File: src/rtl/shift_pkg.sv
// Shared constants and types for the multi-cycle shift sequencer.
// Op encoding is shared with the single-cycle shifter.
package shift_pkg;

    localparam int WIDTH_DEF = 16;
    localparam int CNT_W_DEF = 4;

    localparam logic [2:0] SFT_PASS = 3'd0;
    localparam logic [2:0] SFT_L    = 3'd1;
    localparam logic [2:0] SFT_R    = 3'd2;
    localparam logic [2:0] ROT_L    = 3'd3;
    localparam logic [2:0] ROT_R    = 3'd4;

    typedef enum logic [1:0] {
        ST_IDLE  = 2'd0,
        ST_SHIFT = 2'd1,
        ST_DONE  = 2'd2
    } state_e;

    function automatic logic op_legal(input logic [2:0] op);
        return op <= ROT_R;
    endfunction

endpackage

File: src/rtl/shift_seq_if.sv
// Command/result bundle between the control unit and the shift sequencer.
// master = control unit side, slave = sequencer side.
interface shift_seq_if #(
    parameter int WIDTH = 16,
    parameter int CNT_W = 4
);
    logic             start;
    logic [2:0]       op;
    logic [CNT_W-1:0] count;
    logic [WIDTH-1:0] data_in;
    logic             busy;
    logic             done;
    logic             err;
    logic [WIDTH-1:0] result;

    modport master (
        output start, op, count, data_in,
        input  busy, done, err, result
    );

    modport slave (
        input  start, op, count, data_in,
        output busy, done, err, result
    );
endinterface

File: src/rtl/shift_step.sv
// Combinational one-bit shift/rotate step; zero latency, no flow control.
// Non-shift ops (pass, illegal) produce 0.
module shift_step
    import shift_pkg::*;
#(
    parameter int WIDTH = WIDTH_DEF
) (
    input  logic [2:0]       op_i,
    input  logic [WIDTH-1:0] a_i,
    output logic [WIDTH-1:0] y_o
);

    always_comb begin
        y_o = '0;
        case (op_i)
            SFT_L:   y_o = {a_i[WIDTH-2:0], 1'b0};
            SFT_R:   y_o = {1'b0, a_i[WIDTH-1:1]};
            ROT_L:   y_o = {a_i[WIDTH-2:0], a_i[WIDTH-1]};
            ROT_R:   y_o = {a_i[0], a_i[WIDTH-1:1]};
            default: y_o = '0;
        endcase
    end

endmodule

File: src/rtl/shift_seq.sv
// Multi-bit shift/rotate sequencer: one bit per clock, done pulse after count+1 cycles.
// Stalls the caller with busy; start is only honoured in IDLE.
module shift_seq
    import shift_pkg::*;
#(
    parameter int WIDTH = WIDTH_DEF,
    parameter int CNT_W = CNT_W_DEF
) (
    input  logic      clk,
    input  logic      rst_n,
    shift_seq_if.slave bus
);

    state_e           state_q, state_d;
    logic [WIDTH-1:0] acc_q, acc_d;
    logic [CNT_W-1:0] cnt_q, cnt_d;
    logic [2:0]       op_q, op_d;
    logic             err_q, err_d;
    logic [WIDTH-1:0] step_y;

    shift_step #(.WIDTH(WIDTH)) u_step (
        .op_i (op_q),
        .a_i  (acc_q),
        .y_o  (step_y)
    );

    always_comb begin
        state_d = state_q;
        acc_d   = acc_q;
        cnt_d   = cnt_q;
        op_d    = op_q;
        err_d   = err_q;
        case (state_q)
            ST_IDLE: begin
                if (bus.start) begin
                    op_d  = bus.op;
                    acc_d = bus.data_in;
                    cnt_d = bus.count;
                    err_d = 1'b0;
                    if (!op_legal(bus.op)) begin
                        acc_d   = '0;
                        err_d   = 1'b1;
                        state_d = ST_DONE;
                    end else if (bus.op == SFT_PASS || bus.count == '0) begin
                        state_d = ST_DONE;
                    end else begin
                        state_d = ST_SHIFT;
                    end
                end
            end
            ST_SHIFT: begin
                acc_d = step_y;
                cnt_d = cnt_q - 1'b1;
                // cnt_q is the number of steps still owed including this one
                if (cnt_q == CNT_W'(1)) begin
                    state_d = ST_DONE;
                end
            end
            ST_DONE: state_d = ST_IDLE;
            default: state_d = ST_IDLE;
        endcase
    end

    always_ff @(posedge clk or negedge rst_n) begin
        if (!rst_n) begin
            state_q <= ST_IDLE;
            acc_q   <= '0;
            cnt_q   <= '0;
            op_q    <= '0;
            err_q   <= 1'b0;
        end else begin
            state_q <= state_d;
            acc_q   <= acc_d;
            cnt_q   <= cnt_d;
            op_q    <= op_d;
            err_q   <= err_d;
        end
    end

    assign bus.busy   = (state_q != ST_IDLE);
    assign bus.done   = (state_q == ST_DONE);
    assign bus.err    = err_q;
    assign bus.result = acc_q;

endmodule

File: src/flat_wrapper.sv
// flat-port wrapper written by rule: the top's interface ports become plain ports
module shift_seq_flat import shift_pkg::*;
#(
    parameter int WIDTH = WIDTH_DEF,
    parameter int CNT_W = CNT_W_DEF
)
  (clk, rst_n, bus_start, bus_op, bus_count, bus_data_in, bus_busy, bus_done, bus_err, bus_result);
  shift_seq_if #(.WIDTH(WIDTH), .CNT_W(CNT_W)) bus_i ();
  input  logic clk;
  input  logic rst_n;
  input wire logic [$bits(bus_i.start)-1:0] bus_start;
  input wire logic [$bits(bus_i.op)-1:0] bus_op;
  input wire logic [$bits(bus_i.count)-1:0] bus_count;
  input wire logic [$bits(bus_i.data_in)-1:0] bus_data_in;
  output wire logic [$bits(bus_i.busy)-1:0] bus_busy;
  output wire logic [$bits(bus_i.done)-1:0] bus_done;
  output wire logic [$bits(bus_i.err)-1:0] bus_err;
  output wire logic [$bits(bus_i.result)-1:0] bus_result;
  assign bus_i.start = bus_start;
  assign bus_i.op = bus_op;
  assign bus_i.count = bus_count;
  assign bus_i.data_in = bus_data_in;
  assign bus_busy = bus_i.busy;
  assign bus_done = bus_i.done;
  assign bus_err = bus_i.err;
  assign bus_result = bus_i.result;
  shift_seq #(.WIDTH(WIDTH), .CNT_W(CNT_W)) u_core (.clk(clk), .rst_n(rst_n), .bus(bus_i));
endmodule
File: config.mk
export PLATFORM = sky130hd
export DESIGN_NAME = shift_seq_flat
export DESIGN_NICKNAME = d
export VERILOG_FILES = /design/src/rtl/shift_pkg.sv /design/src/rtl/shift_seq_if.sv /design/src/rtl/shift_step.sv /design/src/rtl/shift_seq.sv /design/src/flat_wrapper.sv
export SDC_FILE = /design/constraint.sdc
export NUM_CORES = 1
export LEC_CHECK = 0
export ABC_AREA = 1
export CAP_MARGIN = 30
export CORE_ASPECT_RATIO = 1.75
export CORE_MARGIN = 8
export CORE_UTILIZATION = 45
export DETAILED_ROUTE_END_ITERATION = 10
export GPL_TIMING_DRIVEN = 0
export PLACE_DENSITY = 0.75
export SYNTH_ARGS = -nofsm -noshare
export SYNTH_HDL_FRONTEND = slang
export SYNTH_SLANG_ARGS = --single-unit
File: constraint.sdc
create_clock -name clk -period 3 [get_ports clk]
set_input_delay 0.45 -clock clk [delete_from_list [all_inputs] [get_ports clk]]
set_output_delay 0.45 -clock clk [all_outputs]
set_load 0.01 [all_outputs]
# Word level (Yosys, flattened, before mapping)
# Index checks and enable logic that the tools add are counted.
[op_classes] addsub=1 magnitude_cmp=1 n_eq_ne=9 n_mux=12 n_reduce_logical=9
[op_table] op="$pmux 16 s4" count=1
[op_table] op="$mux 16" count=2
[op_table] op="$pmux 16 s2" count=1
[op_table] op="$mux 2" count=4
[op_table] op="$pmux 4 s2" count=1
[op_table] op="$eq 3x2->1 const B" count=2
[op_table] op="$reduce_and 2->1" count=3
[op_table] op="$eq 4x1->1 const B" count=1
[op_table] op="$logic_not 4->1" count=1
[op_table] op="$mux 4" count=1
[op_table] op="$pmux 2 s2" count=1
[op_table] op="$reduce_bool 2->1" count=2
[op_table] op="$sub 4x1->4 const B" count=1
[op_table] op="$eq 3x1->1 const B" count=1
[op_table] op="$eq 3x3->1 const B" count=1
[op_table] op="$le 3x3->1 const B" count=1
[op_table] op="$logic_not 3->1" count=1
[op_table] op="$eq 2x1->1 const B" count=1
[op_table] op="$eq 2x2->1 const B" count=1
[op_table] op="$logic_not 2->1" count=1
[op_table] op="$ne 2x1->1 const B" count=1
[op_table] op="$ne 2x2->1 const B" count=1
[op_table] op="$logic_or 1x1->1" count=1
[op_table] op="$mux 1" count=1
[totals] register_bits=26 input_bits=26 output_inout_bits=19 wordCells=37

# Longest topological paths before layout
[depth] ltp_word=6 mapped_depth=8

# Cells and area by module
# From an unflattened synthesis, not the netlist that was laid out.
[hier_totals] cells_unflattened=269 area_unflattened_um2=1848.0
[modules_own_cells] module="shift_seq" instances=1 cells_each=211 area_each_um2=1490.2 seq_area_each_um2=650.6
[modules_own_cells] module="shift_step" instances=1 cells_each=58 area_each_um2=357.8 seq_area_each_um2=0.0

# Worst setup path after synthesis
# OpenSTA, ideal clock, no wires.
[synth_timing] path_type="register -> register" startpoint="register u_core.state_q[0]" endpoint="register u_core.acc_q[11], in the netlist u_core.bus.result[11]" t_arrival_ns=1.084 path_slack_ns=1.796 stages_incl_launch_ff=6 path_buffers=1 cell_sequence="dfrtp_1 o21ai_4 inv_4 buf_6 nor2_1 a21oi_2"
[synth_between] elab_chain_len=3
[synth_rtl] element="from (decl)" line_no="shift_seq.sv:14" text="state_e state_q, state_d;"
[synth_rtl] element="from (signal assigned)" line_no="shift_seq.sv:72" text="state_q <= state_d;"
[synth_rtl] element="$eq 2x1->1 or $logic_not 2->1 (tied branches)" line_no="shift_seq.sv:33" text="case (state_q)"
[synth_rtl] element="$reduce_bool 2->1 (no line) or $ne 2x2->1 (tied branches)"
[synth_rtl] element="$reduce_and 2->1 (no line)"
[synth_rtl] element="to (signal assigned)" line_no="shift_seq.sv:67" text="acc_q <= '0;"
[synth_rtl] element="to (signal assigned)" line_no="shift_seq.sv:73" text="acc_q <= acc_d;"
[synth_rtl] element="to (decl)" line_no="shift_seq.sv:15" text="logic [WIDTH-1:0] acc_q, acc_d;"
# Parallel ways exist; a longest one is shown, timed or not.
# A chain may end at the register's enable or synchronous reset.

# Worst setup path after layout
[layout_timing] startpoint="register u_core.state_q[0]" endpoint="output port bus_busy"
[layout_between] elab_chain_len=1
[layout_rtl] element="$reduce_bool 2->1" line_no="shift_seq.sv:80" text="assign bus.busy = (state_q != ST_IDLE);"
[layout_rtl] element="to (decl)" line_no="flat_wrapper.sv:15" text="output wire logic [$bits(bus_i.busy)-1:0] bus_busy;"
# Every way passes these cells.

==> summary.md <==
| Metric | Value |
|---|---|
| Crit-path max FO | 5 |
| Die Y | approximately 97 µm |
| First-pass GRT wire length | about 7700 µm |
| Fillers | around 350 |
| Post-synth EDFFs | 0 |
| CP startpoint kind | flop |
| Die Span X | 62.32 µm |
| GR Util All Layers | 0.1510 |
| Setup CP Type | flop to primary output |
| CTS clock-pin slew for the worst setup and hold paths | 0.09 ns |
| Synthesized area per cell | ~7.0 µm² |
| CTS tree | done |
| Worst r2r path cells | 5 |
| Final Skew | 0.002148 ns |
| Net Sw Frac | 0.4545 |
| Cts hold-fix bufs | 0 |
| Slew @ Worst Pin | 0.6287 ns |
| Power per cell area | 1077 nW/µm² |
| Post-synthesis mux area share | 0 |
| Util after Layout | 0.6183 |
| HP Class | flop to flop |
| YS warnings | 0 |
| # nets final | 321 |
| Clk pwr share | 0.084 |
| Crit path time final | 1.947 ns |
| Vias per Instance | just under 5 |
| Area fraction in compound gates after synthesis | 0.1341 |
| Number of global-route vias before repair | 1,695 |
| Synth area leaders | dfrtp_1 39%, nand2_1 22%, nor2_1 12% |
| M3 GR Usage | 0.03002 |
| Met1 Use GR | 0.1479 |
| Clk sinks | 26 |
| Resized cells post-CTS | 0 |
| Fin Setup TNS | 0 ns |
| Hold Startpoint | u_core.bus.err |
| Yosys top cell by area | dfrtp_1 |
| CTS Buf Count | 3 |
| Crit path arrival time | 1.50 ns |
| MaxCap Viol Count | 0 |
| Most instantiated cells after synthesis | 97 x nand2_1, 54 x nor2_1, 26 x dfrtp_1 |
| Flops & latches, synth | 26 |
| Drt wl/cell | 12.91 µm |
| Buffers on Ports | 44 |
| P&R area growth vs syn | 32.81% |
| Initial drt markers | 66 |
| Final global-route overflow total | 0 |
| M2 GR Usage | 0.2941 |
| Final setup fails | 0 |
| Postcts setup bufs | 0 |
| Worst R2R End | u_core.bus.result[11] |
| Clock latency on the worst-skew pair | 0.27 ns |
| Rows | 29 |
| Max frequency | 0.5135 GHz |
| Share of cells above drive strength 1 | 0.1100 |
| # DRC | 0 |
| Hpwl dp | ~3400 µm |
| Hold depth | 2 |
| Post-Syn Instances | 243 |
| Core area | approximately 3600 µm² |
| Routability Congestion | around 0.8 |
| Most common cell in the netlist | nand2_1 |
| Lkg Pwr | approximately 1.1 nW |
| First-pass iteration count of the detailed router | 4 |
| Simple-Gate Fraction of Synth Area | 0.3711 |
| Largest family of logic cells by synthesized area | simple AND/OR/NAND/NOR gates |
| Root buffer cell | clkbuf_8 |
| Worst Path Required | 2.55 ns |
| Min-Delay Endpoint | u_core.bus.err |
| Final WL | 4351 µm |
| Fin. Hold Viols | 0 |
| Sequential Power Share | 0.303 |
| Ant. Diodes | 0 |
| R2R setup slack | 1.63 ns |
| Total power draw | 2.416 mW |
| Largest net degree at the start of global routing | 15 |
| Distinct cell type count after synthesis | 25 |
| R2R Path Start | u_core.state_q[0] |
| Post-Synth XOR/XNOR Area | 0.01037 |
| Initial antenna violation count | 0 |
| Internal power | 1.318 mW |
| Primary FF master, synth | dfrtp_1 |
| P_sw | about 1.1 mW |
| I/O pin count | 45 |
| Worst setup EP type | primary output |
| Logic gate share of total power | 0.613 |
| Worst vdd ir | approximately 0.55 mV |
| GR peak layer | met2 |
| Synth Net Count | 271 |
| Synth Area in Adders | 0.01481 |
| CTS max path bufs | 2 |
| Post-route ant nets | 0 |
| H-tree levels | 1 |
| Sequential fraction of the synthesis area | 0.3852 |
| Max-slew violations | 0 |
| Status | complete, no violations |
| Via count | 1,643 |
| Yosys top cell area share | 0.3852 |
| RSZ-0062 raised after global routing | false |
| Cell Area, Synth | 1689 µm² |
| Starting Density | 0.4655 |
| Die area | about 6000 µm² |
| Slew HR | 0.5796 |
| Async SR Flop Fraction | 1.000 |
| Period utilization | 0.6491 |
## flip-flops by register name (all words and copies together), names as in the netlist
signal             flops
u_core.bus.err         1
u_core.state_q         2
u_core.cnt_q           4
u_core.bus.result     16
u_core.op_q            3
## power groups by stage
stage	combinational [mW]	sequential, mW	clock (mW)
after floorplan	0.946	0.749	0
after global placement	1.47	0.733	0
after detailed placement	1.50	0.736	0
after CTS	1.50	0.730	0.207
after global routing	1.68	0.762	0.218
final	1.48	0.732	0.204
## cells by family (layout without fill, tap and decap cells)
| group | count (synthesis) | after routing |
|---|---|---|
| AO/OA/AOI/OAI | 31 | 31 |
| XOR/XNOR | 2 | 2 |
| adder cells (fa/ha/maj) | 2 | 2 |
| buffers and inverters | 22 | 70 |
| flip-flops | 26 | 26 |
| AND/OR/NAND/NOR | 160 | 160 |
## final cells by class
type	count	area [µm²]	area share
multi-input cells	195	895.9	0.3993
flip-flops and latches	26	650.6	0.2900
repair buffers	45	455.4	0.2030
plain buffers	9	91.34	0.04071
well taps	46	57.56	0.02566
inverters	13	51.30	0.02287
clock buffers	3	41.29	0.01840
## critical path, cell delays in order, from the launching register on
cell,delay [ns]
dfrtp_1,0.50
nor2_1,0.11
inv_1,0.07
clkdlybuf4s50_1,0.54
## how the worst max path moves through the flow
| stage | from | end | slack, ns | cells after the start |
|---|---|---|---|---|
| 6_report | u_core.state_q[0] | bus_busy | 1.05 | 3 |
| 5_1_grt | u_core.state_q[0] | bus_busy | 0.99 | 3 |
| 3_3_place_gp | rst_n | u_core.bus.result[9] | 1.07 | 1 |
| 3_5_place_dp | bus_op[1] | u_core.bus.result[13] | 1.12 | 7 |
| 4_1_cts | u_core.state_q[0] | bus_busy | 1.04 | 3 |
| 2_1_floorplan | u_core.state_q[0] | u_core.bus.result[11] | 1.80 | 5 |
## per-layer routing
layer | up-vias | part of all wire
li1 | 848 | -
met1 | 759 | 0.38
met2 | 30 | 0.56
met3 | 6 | 0.039
met4 | 0 | 0.016
met5 | - | 0
## layout by cell type (no fill, tap or decap)
cell             count
a31oi_4              1
buf_6                5
buf_2                1
nand2_1             97
nand3_1              5
nand2_4              1
nor2_1              54
o211ai_1             1
o21ai_2              3
ha_1                 2
nand2_2              1
o21ai_0              9
inv_2                2
buf_4                2
nand4_1              1
a21oi_1              8
buf_8                2
nor2_4               1
inv_4                1
xnor2_1              1
a21oi_2              8
xor2_1               1
o21ai_4              1
clkbuf_8             3
dfrtp_1             26
inv_1               10
clkdlybuf4s50_1     44
## through the flow
step	instance area (µm²)	setup WS [ns]	hold WS (ns)	std cells
3_3_place_gp	2187	1.071	0.4789	333
2_1_floorplan	1689	1.796	0.1544	243
5_1_grt	2243	0.9879	0.5653	337
6_report	2243	1.053	0.5032	337
4_1_cts	2243	1.042	0.5081	337
3_5_place_dp	2202	1.119	0.4872	334
No activity file was read; power rests on OpenSTA's default activity.
